`src/rtl/ram_arbiter.sv`:
```
// Arbiter that shares one single-port registered-read RAM between instruction fetch and the data stage.
// Data requests have priority, but fetch is forced through after a run of contended data grants.
//
// rsp_owner | meaning
// ----------+-------------------------------------------------------
// RSP_NONE  | no read was issued last cycle, so no response is due
// RSP_IF    | a fetch read was issued last cycle; ram_q goes to fetch
// RSP_DM    | a data read was issued last cycle; ram_q goes to data
module ram_arbiter #(
    parameter int ADDR_W        = 8,
    parameter int DATA_W        = 32,
    parameter int MAX_DM_STREAK = 4
) (
    input  logic              clk,
    input  logic              rst_n,
    input  logic              if_req,
    input  logic [ADDR_W-1:0] if_addr,
    output logic              if_gnt,
    output logic              if_rvalid,
    output logic [DATA_W-1:0] if_rdata,
    input  logic              dm_req,
    input  logic              dm_we,
    input  logic [ADDR_W-1:0] dm_addr,
    input  logic [DATA_W-1:0] dm_wdata,
    output logic              dm_gnt,
    output logic              dm_rvalid,
    output logic [DATA_W-1:0] dm_rdata,
    output logic [ADDR_W-1:0] ram_addr,
    output logic [DATA_W-1:0] ram_data,
    output logic              ram_wr_en,
    input  logic [DATA_W-1:0] ram_q
);

    typedef enum logic [1:0] {
        RSP_NONE = 2'd0,
        RSP_IF   = 2'd1,
        RSP_DM   = 2'd2
    } rsp_t;

    localparam logic [3:0] STREAK_MAX = 4'(MAX_DM_STREAK);

    rsp_t              r_rsp_owner;
    rsp_t              w_rsp_next;
    logic [3:0]        r_streak;
    logic [3:0]        w_streak_next;
    logic [DATA_W-1:0] r_if_rdata;
    logic [DATA_W-1:0] r_dm_rdata;
    logic              w_if_gnt;
    logic              w_dm_gnt;

    // Grants are gated by reset so nothing reaches the RAM while reset is held.
    always_comb begin
        w_if_gnt = 1'b0;
        w_dm_gnt = 1'b0;
        if (rst_n) begin
            if (dm_req && (!if_req || (r_streak < STREAK_MAX))) begin
                w_dm_gnt = 1'b1;
            end else if (if_req) begin
                w_if_gnt = 1'b1;
            end
        end
    end

    always_comb begin
        ram_addr  = '0;
        ram_data  = '0;
        ram_wr_en = 1'b0;
        if (w_dm_gnt) begin
            ram_addr  = dm_addr;
            ram_data  = dm_wdata;
            ram_wr_en = dm_we;
        end else if (w_if_gnt) begin
            ram_addr  = if_addr;
        end
    end

    always_comb begin
        w_streak_next = 4'd0;
        if (w_dm_gnt && if_req) begin
            w_streak_next = (r_streak >= STREAK_MAX) ? STREAK_MAX : r_streak + 4'd1;
        end
    end

    always_comb begin
        w_rsp_next = RSP_NONE;
        if (w_if_gnt) begin
            w_rsp_next = RSP_IF;
        end else if (w_dm_gnt && !dm_we) begin
            w_rsp_next = RSP_DM;
        end
    end

    always_ff @(posedge clk or negedge rst_n) begin
        if (!rst_n) begin
            r_rsp_owner <= RSP_NONE;
            r_streak    <= 4'd0;
        end else begin
            r_rsp_owner <= w_rsp_next;
            r_streak    <= w_streak_next;
        end
    end

    always_ff @(posedge clk or negedge rst_n) begin
        if (!rst_n) begin
            r_if_rdata <= '0;
            r_dm_rdata <= '0;
        end else begin
            if (r_rsp_owner == RSP_IF) r_if_rdata <= ram_q;
            if (r_rsp_owner == RSP_DM) r_dm_rdata <= ram_q;
        end
    end

    // During the response cycle ram_q is forwarded directly; afterwards the captured copy holds.
    assign if_gnt    = w_if_gnt;
    assign dm_gnt    = w_dm_gnt;
    assign if_rvalid = (r_rsp_owner == RSP_IF);
    assign dm_rvalid = (r_rsp_owner == RSP_DM);
    assign if_rdata  = if_rvalid ? ram_q : r_if_rdata;
    assign dm_rdata  = dm_rvalid ? ram_q : r_dm_rdata;

endmodule

```
`config.mk`:
```
export PLATFORM = sky130hd
export DESIGN_NAME = ram_arbiter
export DESIGN_NICKNAME = d
export VERILOG_FILES = /design/src/rtl/ram_arbiter.sv
export SDC_FILE = /design/constraint.sdc
export NUM_CORES = 1
export LEC_CHECK = 0
export CORE_MARGIN = 2
export CORE_UTILIZATION = 33
export DETAILED_ROUTE_END_ITERATION = 6
export PLACE_DENSITY_LB_ADDON = 0.2
export SLEW_MARGIN = 20
export SYNTH_ARGS = -nofsm -noshare
export SYNTH_HDL_FRONTEND = slang
export SYNTH_SLANG_ARGS = --single-unit
```
`constraint.sdc`:
```
create_clock -name clk -period 1.25 [get_ports clk]
set_input_delay 0.25 -clock clk [delete_from_list [all_inputs] [get_ports clk]]
set_output_delay 0.25 -clock clk [all_outputs]
set_load 0.01 [all_outputs]
```
==> flow_summary.yaml, run 1 <==
sta:
  finalMaxSlewViolations: 0
  slew-limit-headroom_pct: 48.21
  hold_violations: 0
  finalWorstSetupSlack_ns: -0.7132
  fin_crit_ns: 1.963
  fmax_mhz: 509.4
  setup_violations: 164
  fin_tns_setup_ns: -73.69
  rsz0062_at_grt: "yes"
  tightestPinTransition_ns: 0.7769
  fin_crit_sh_pct: 157.1
  clock_skew_ns: 0.01080
  whs_ns: 0.1283
global_route:
  grt_max_degree: 62
  antenna_found_initial: 1
  first_global_vias: 2811
  grt_pass1_wl_mm: 15.49
  grt.overflow.total: 0
  grt_usage_pct: 20.51
die:
  ios: 194
  rows: 34
  die_h_um: 98.66
  die-area_sq_mm: 0.009733
  core-area_sq_mm: 0.008721
  start_util_pct: 33.90
  fp.dieW_um: 98.66
synthesis:
  yosys-top-cells-count: "70 x dfrtp_1, 44 x mux2_2, 33 x and2_1"
  synthesis.area_sq_mm: 0.002957
  async_reset_ff_share_pct: 100.0
  yosys_warnings: 0
  synthCells: 202
  synth_edf_count: 0
  seq_area_frac_synth_pct: 59.25
  netlist.area_leader.share_pct: 59.25
  ys_seq_elements: 70
  syn_area_per_cell_sq_um: 14.64
  synth.most_common_cell: "dfrtp_1"
  synth_ff_type: "dfrtp_1"
  yosys.area.top_type: "dfrtp_1"
  netlist_top_cells_area: "dfrtp_1 59%, mux2_2 17%, mux2_1 7.6%"
  synth_fp_nets: 288
  synth.distinct_cells: 18
route:
  viasPerCell: 4.513
  antenna_left: 0
  drc: 0
  first_iter_violations: 65
  vias: 2604
  drt_wl_total_mm: 10.71
  dr.pass1.iters: 4
  wire_per_inst_um: 18.56
pwr:
  total_power_mw: 8.163
  powerDensity_mw_per_mm2: 1251
  p_leak_nw: 3.173
  netSwitchingPower_mw: 2.167
  power.share.switching_pct: 26.55
  p_int_mw: 5.995
  clkPwrFrac_pct: 22.8
  peakVddDrop_uv: 953.7
  comb_power_share_pct: 42.2
  power_frac_seq_pct: 35.0
clock_tree:
  clk_path_buf_depth: 2
  cts.root.buffer_cell: "clkbuf_8"
  clkTransAtPathRegs_ns: 0.08
  cts_buffers: 9
  clock_latency_ns: 0.34
  cts.sinks: 70
  cts_tree: "done"
  htree_levels: 3
critical_path:
  slowest_stage: "dfrtp_1"
  rr_startpoint: "r_rsp_owner[1]"
  cp_data_required_time_ns: 1.00
  path_delay_family: "simple AND/OR/NAND/NOR gates"
  cp-end-kind: "output pin"
  crit_path_start_kind: "flop"
  arrival_ns: 1.71
  worstPathCellList: "o21ai_1 > and3_4 > clkbuf_16 > buf_12 > and2_4 > buf_6"
  crit_path_max_fanout: 7
  crit_type: "flop to output pin"
  startpoint: "r_streak[2]"
  critPathBufInv: 3
  ff2ff_setup_slack_ns: -0.30
  slowest_delay_ns: 0.42
finish:
  nets: 550
  final_area_sq_mm: 0.006524
  utilization_pct: 74.81
  syn2layout_area_growth_pct: 120.7
  drive_gt1_share_pct: 64.18
  n_antenna_cell: 0
status:
  violations: "setup timing"
  status: "complete, but fails checks"
place:
  numPortBuffers: 193
  dpl-instance-area_sq_mm: 0.005300
  gp_congestion: 0.7365
  dpl.hpwl_mm: 6.570
min_path:
  hold_class: "input port to asynchronous set/reset pin"
job:
  drv_cap: 0
## state kept, by name, summed over array words and instances (netlist names)
| signal | cells |
|---|---|
| r_dm_rdata | 32 |
| r_if_rdata | 32 |
| r_rsp_owner | 2 |
| r_streak | 4 |
## what timing repair did
| action | CTS | global route |
|---|---|---|
| gates resized for setup | 537 | 105 |
| setup endpoints to repair | 141 | 165 |
| pin swaps | 2 | 8 |
| hold endpoints to repair | 10 | 0 |
| cloned | 7 | 4 |
| buffers inserted | 25 | 26 |
| hold buffers | 2 | 0 |
## logic make-up after synthesis
group / Yosys count / synth area share, %
AOI/OAI and AO/OA: 9 / 2.539
other: 1 / 0.1268
adders and majority gates: 1 / 0.4231
and+or+nand+nor: 43 / 9.268
muxes: 64 / 24.38
buffers and inverters: 14 / 4.020
DFF: 70 / 59.25
## through the flow
step	setup WS, ns	std cells
2_1_floorplan	-0.09987	202
3_3_place_gp	-0.8888	507
3_5_place_dp	-0.9057	507
4_1_cts	-0.7934	557
5_1_grt	-0.7833	577
6_report	-0.7132	577
## power groups by stage
stage	Sequential, mW	Clock, mW	Combinational, mW
2_1_floorplan	2.83	0	1.12
3_3_place_gp	2.85	0	2.56
3_5_place_dp	2.87	0	2.58
4_1_cts	2.84	1.94	3.03
5_1_grt	2.90	2.03	3.65
6_report	2.86	1.86	3.44
## worst paths after layout
check                                  to  cells past startpoint
max in group asynchronous  r_rsp_owner[1]                      2
max                          ram_data[12]                      6
min reg2reg                   r_streak[0]                      1
min                        r_if_rdata[22]                      2
min in group clk              r_streak[0]                      5
max reg2reg                r_if_rdata[25]                      6
## layout make-up
type	count	area, sq um
repair buffers	264	2968
fillers	570	2197
flip-flops and latches	70	1753
multi-input cells	118	1453
clock buffers	11	151.4
well taps	108	135.1
clock inverters	5	57.56
inverters	1	6.256
## metal layers
| metal | routed length (um) | GRT usage [%] |
|---|---|---|
| met4 | 153 | 5.374 |
| met5 | 13 | 0 |
| met1 | 4461 | 26.32 |
| met3 | 571 | 7.021 |
| met2 | 5508 | 33.44 |
## cell usage in the layout (no fill, tap or decap), drive strengths merged, types with 2 or more instances in the layout
master and instances:
a22o 8, clkbuf 16, dlygate4sd3 2, nor3b 2, and2 33, and4 2, clkinvlp 3, mux2 64
clkdlybuf4s50 83, dfrtp 70, nor2b 2, buf 174
No activity file was read; power rests on OpenSTA's default activity.
==> inputs of run 2 (changes only) <==
--- a/config.mk
+++ b/config.mk
@@ -5,6 +5,7 @@
 export SDC_FILE = /design/constraint.sdc
 export NUM_CORES = 1
 export LEC_CHECK = 0
+export CAP_MARGIN = 5
 export CORE_MARGIN = 2
 export CORE_UTILIZATION = 33
 export DETAILED_ROUTE_END_ITERATION = 6
==> results of run 2 <==
No change in the layout: final DEF, timing and power equal those of run 1.
